**src/rtl/mux_pkg.sv**
```systemverilog
// mux_pkg: shared mode constants and width helper for mux_arb_reg
package mux_pkg;
  localparam logic MODE_SEL = 1'b0;
  localparam logic MODE_RR = 1'b1;
  function automatic int clog2_min1(input int n);
    return (n <= 2) ? 1 : $clog2(n);
  endfunction
endpackage

```
**src/rtl/rr_pick.sv**
```systemverilog
// rr_pick: rotating-priority pick of the first set req bit starting at ptr
module rr_pick #(
  parameter int N_CH = 4,
  parameter int SEL_W = 2
) (
  input  logic [N_CH-1:0]  req,
  input  logic [SEL_W-1:0] ptr,
  output logic [SEL_W-1:0] gnt_idx,
  output logic             gnt_vld
);
  logic [SEL_W-1:0] idx;
  always_comb begin
    gnt_vld = 1'b0;
    gnt_idx = '0;
    idx = '0;
    for (int k = N_CH - 1; k >= 0; k--) begin
      idx = SEL_W'((int'(ptr) + k) % N_CH);
      if (req[idx]) begin
        gnt_vld = 1'b1;
        gnt_idx = idx;
      end
    end
  end
endmodule

```
**src/rtl/mux_arb_reg.sv**
```systemverilog
// mux_arb_reg: N-channel registered mux, select or round-robin grant, valid/ready both sides; MUX_ARB_PARITY_EN adds out_par
module mux_arb_reg
  import mux_pkg::*;
#(
  parameter int N_CH = 4,
  parameter int DATA_W = 8,
  parameter int SEL_W = clog2_min1(N_CH)
) (
  input  logic                   clk,
  input  logic                   rst_n,
  input  logic [N_CH-1:0]        in_valid,
  input  logic [N_CH*DATA_W-1:0] in_data,
  output logic [N_CH-1:0]        in_ready,
  input  logic                   mode,
  input  logic [SEL_W-1:0]       sel,
  output logic                   out_valid,
  output logic [DATA_W-1:0]      out_data,
  output logic [SEL_W-1:0]       out_ch,
  input  logic                   out_ready
`ifdef MUX_ARB_PARITY_EN
  ,
  output logic                   out_par
`endif
);
  localparam int NP = 1 << SEL_W;
  logic [NP-1:0] vmask;
  logic [DATA_W-1:0] ch_data [NP];
  logic [SEL_W-1:0] rr_ptr, rr_idx, gnt;
  logic rr_vld, gnt_vld, load_en, take;
  rr_pick #(.N_CH(N_CH), .SEL_W(SEL_W)) u_pick (
    .req(in_valid),
    .ptr(rr_ptr),
    .gnt_idx(rr_idx),
    .gnt_vld(rr_vld)
  );
  for (genvar i = 0; i < NP; i++) begin : g_ch
    if (i < N_CH) begin : g_v
      assign ch_data[i] = in_data[i*DATA_W +: DATA_W];
    end else begin : g_z
      assign ch_data[i] = '0;
    end
  end
  assign vmask = NP'(in_valid);
  assign gnt = (mode == MODE_RR) ? rr_idx : sel;
  assign gnt_vld = (mode == MODE_RR) ? rr_vld : vmask[sel];
  assign load_en = !out_valid || out_ready;
  assign take = rst_n && load_en && gnt_vld;
  assign in_ready = take ? N_CH'(1) << gnt : '0;
  always_ff @(posedge clk or negedge rst_n) begin
    if (!rst_n) begin
      out_valid <= 1'b0;
      out_data <= '0;
      out_ch <= '0;
      rr_ptr <= '0;
    end else if (take) begin
      out_valid <= 1'b1;
      out_data <= ch_data[gnt];
      out_ch <= gnt;
      if (mode == MODE_RR) rr_ptr <= (gnt == SEL_W'(N_CH - 1)) ? '0 : gnt + 1'b1;
    end else if (load_en) begin
      out_valid <= 1'b0;
    end
  end
`ifdef MUX_ARB_PARITY_EN
  always_ff @(posedge clk or negedge rst_n) begin
    if (!rst_n) out_par <= 1'b0;
    else if (take) out_par <= ^ch_data[gnt];
  end
`endif
endmodule

```
**config.mk**
```make
export PLATFORM = sky130hd
export DESIGN_NAME = mux_arb_reg
export DESIGN_NICKNAME = d
export VERILOG_FILES = /design/src/rtl/mux_pkg.sv /design/src/rtl/rr_pick.sv /design/src/rtl/mux_arb_reg.sv
export SDC_FILE = /design/constraint.sdc
export NUM_CORES = 1
export LEC_CHECK = 0
export CORE_MARGIN = 3
export CORE_UTILIZATION = 39
export CTS_CLUSTER_DIAMETER = 150
export DETAILED_ROUTE_END_ITERATION = 16
export GPL_TIMING_DRIVEN = 0
export PLACE_DENSITY = 0.81
export REMOVE_ABC_BUFFERS = 1
export SETUP_SLACK_MARGIN = 0.4
export SLEW_MARGIN = 10
export SYNTH_ARGS = -nofsm -noshare
export SYNTH_HDL_FRONTEND = slang
export SYNTH_SLANG_ARGS = --single-unit
```
**constraint.sdc**
```tcl
create_clock -name clk -period 2.2 [get_ports clk]
set_input_delay 0.44 -clock clk [delete_from_list [all_inputs] [get_ports clk]]
set_output_delay 0.44 -clock clk [all_outputs]
set_load 0.1 [all_outputs]
```
==> run metrics <==
outcome=finished with violations; violated checks=negative setup slack; Final WS setup=-0.0913 ns; fmax=about 440 MHz; GR Util met2=40.5%; Final Max Tran Viols=0; clock tree buffer depth=2; largest net degree at the start of global routing=15; GR peak layer=met2; Compound-Gate Fraction of Synth Area=10.3%; total track usage=21.4%; RSZ-0062 raised after global routing=true; WHS=0.164 ns; dpl hpwl=2080 microns; Final Critical Period=2.29 ns; GRT overflow=0; PwrDens=around 1100 nW/um^2; vias=1062; Die X=just under 60 microns; Synth area leaders=dfrtp_1, mux2i_1, mux2_4; startpoint types=flop; final hold viol count=0; area delta synth->final=86.7%; synth warn=0; initial DRC count=31; Adder-Cell Fraction of Synth Area=1.17%; register area share after synthesis=30.4%; mux cell area share after synthesis=a little under two fifths; Max FO, Critical Path=6; # port buffers=56; # IOs=57; XOR/XNOR Fraction of Synth Area=0%; first-pass GRT wire length=5490 microns; vias in the first global route=about 1200; slew margin rel.=62.2%; MaxCap Viol Count=0; antenna fix cells=0; detailed-route wire length=about 3400 microns; synthesized area=approximately 1100 sq um; fill count=between 150 and 200; Worst Tran Pin Value=~0.57 ns; clk sinks=13; final worst path period share=104%; P_leak=0.865 nW; pre-CTS setup slack=-2.07 ns; GR met1 Demand/Resource=23.5%; # hold bufs at CTS=0; Setup Skew=0.00958 ns; Remaining DRCs=0; Crit Path Class=reg2out; # setup viols final=4; clk slew on worst S/H paths=0.09 ns; Yosys top cell area share=30.4%; initial antenna violation count=0; Max VDD drop=772 uV; remaining antenna violation count=0; fraction of layout cells with a size suffix above 1=between 40% and 50%; Hold WC Path Type=in2async; fin util=78.5%; clk_lat worst skew=roughly 0.27 ns; CP arrival=1.85 ns; drt wl/cell=17.0 microns; vias per inst=5.36; Simple-Gate Fraction of Synth Area=13.5%; Mapped Cells=a little under 100; TritonCTS clock tree=built; Setup crit end kind=primary output; CTS Buf Count=3; Synth area leader=dfrtp_1; Die H=58.4 microns; #FFs+latches synth=13; grt met3 use=3.95%; Avg Inst Size Synth=11.0 sq um; Layout Nets=roughly 210; distinct cell type count after synthesis=34; core area=2540 sq um; Rows=18; Die Area=between 3000 and 4000 sq um; Root Driver=clkbuf_4; initial core utilization=42.0%; CTS H-Tree Depth=1; Critical Path RT=about 1.8 ns; drt pass-1 iters=4; routability cong.=just over 0.7; largest family of logic cells by synthesized area=multiplexers
final cells by class:
type	count	area, sq um	area share (%)
inverters	3	13.8	0.689
repair buffers	73	782	39.2
clock buffers	4	26.3	1.32
well taps	30	37.5	1.88
multi-input cells	75	811	40.6
flip-flops and latches	13	327	16.4
logic make-up after synthesis:
| kind of cell | after synthesis |
|---|---|
| AO/OA/AOI/OAI | 14 |
| adder cells (fa/ha/maj) | 1 |
| buffers and inverters | 9 |
| flip-flops | 13 |
| multiplexers | 35 |
| AND/OR/NAND/NOR | 25 |
synth_stat cells:
cell       instances
mux2i_1           24
dfrtp_1           13
mux2_2             5
mux2_4             5
nand2_1            5
nand2b_1           5
nor2b_1            4
a21oi_1            3
buf_6              3
nor2_1             3
buf_4              2
inv_1              2
nand3b_1           2
a21oi_2            1
a32o_1             1
and2_1             1
buf_12             1
ha_1               1
inv_2              1
mux4_1             1
nor2_2             1
nor3_1             1
nor3b_1            1
o2111ai_1          1
o211ai_2           1
o21a_1             1
o21ai_0            1
o21ai_1            1
o21bai_1           1
o221ai_2           1
o22ai_1            1
o2bb2ai_1          1
or2b_1             1
or4b_1             1
final timing paths:
check / start / end / slack, ns / depth (start not counted)
max: rr_ptr[1] / in_ready[2] / -0.09 / 7
min: rst_n / out_data[1] / 0.16 / 1
max reg2reg: rr_ptr[0] / out_data[0] / 0.25 / 8
min reg2reg: out_data[3] / out_data[3] / 0.52 / 1
max in group asynchronous: rst_n / rr_ptr[1] / 1.73 / 1
min in group clk: out_data[3] / out_data[3] / 0.52 / 1
metrics by stage:
stage          instance area, sq um  instances  setup TNS [ns]  total power [mW]
2_1_floorplan                  1000         91           -5.06              1.38
3_3_place_gp                   1600        177          -17.20              1.70
3_5_place_dp                   1600        177          -18.42              1.72
4_1_cts                        1950        197          -0.163              2.07
5_1_grt                        2000        198          -0.558              2.21
6_report                       2000        198          -0.245              2.12
flip-flops by register name, summed over array words and instances, names as in the netlist:
register   cells
rr_ptr         2
out_data       8
out_ch         2
out_valid      1
where the power goes:
| part | internal, mW | leakage (nW) | switching [mW] |
|---|---|---|---|
| Clock | 0.0702 | 0.0150 | 0.0798 |
| Combinational | 0.569 | 0.698 | 0.985 |
| Sequential | 0.338 | 0.152 | 0.0796 |
critical path: stages (launching register included):
cell	delay (ns)
dfrtp_2	0.46
buf_4	0.18
a21oi_4	0.14
o221ai_4	0.14
buf_6	0.15
buf_4	0.14
nor3_4	0.16
buf_12	0.20
placed cells by master, fill, tap and decap left out, types with 2 or more instances in the layout:
| cell | synthesis | layout |
|---|---|---|
| clkdlybuf4s50_1 | 0 | 33 |
| mux2i_1 | 24 | 24 |
| clkdlybuf4s15_2 | 0 | 12 |
| dfrtp_1 | 13 | 12 |
| buf_4 | 2 | 11 |
| buf_6 | 3 | 6 |
| mux2_4 | 5 | 5 |
| mux2_2 | 5 | 5 |
| buf_12 | 1 | 5 |
| nand2b_1 | 5 | 3 |
| nand2_1 | 5 | 3 |
| nor2_4 | 0 | 3 |
| clkbuf_4 | 0 | 3 |
| a21oi_1 | 3 | 2 |
| nor2b_4 | 0 | 2 |
| nand2b_4 | 0 | 2 |
| nand3b_1 | 2 | 2 |
| nor2b_1 | 4 | 2 |
| nand2_2 | 0 | 2 |
| buf_2 | 0 | 2 |
timing repair:
action                     in CTS  in global routing
setup buffers                  15                  1
pin swaps                      11                  1
gates cloned                    1                  0
setup endpoints to repair      28                 15
gates resized for setup       136                 12
routing by layer:
metal / part of all wire, % / wire, microns
met1: 39 / 1300
met2: 54 / 1820
met3: 6.3 / 212
met4: 1.0 / 34
met5: 0 / 0
Power figures use the tool's default switching activity.
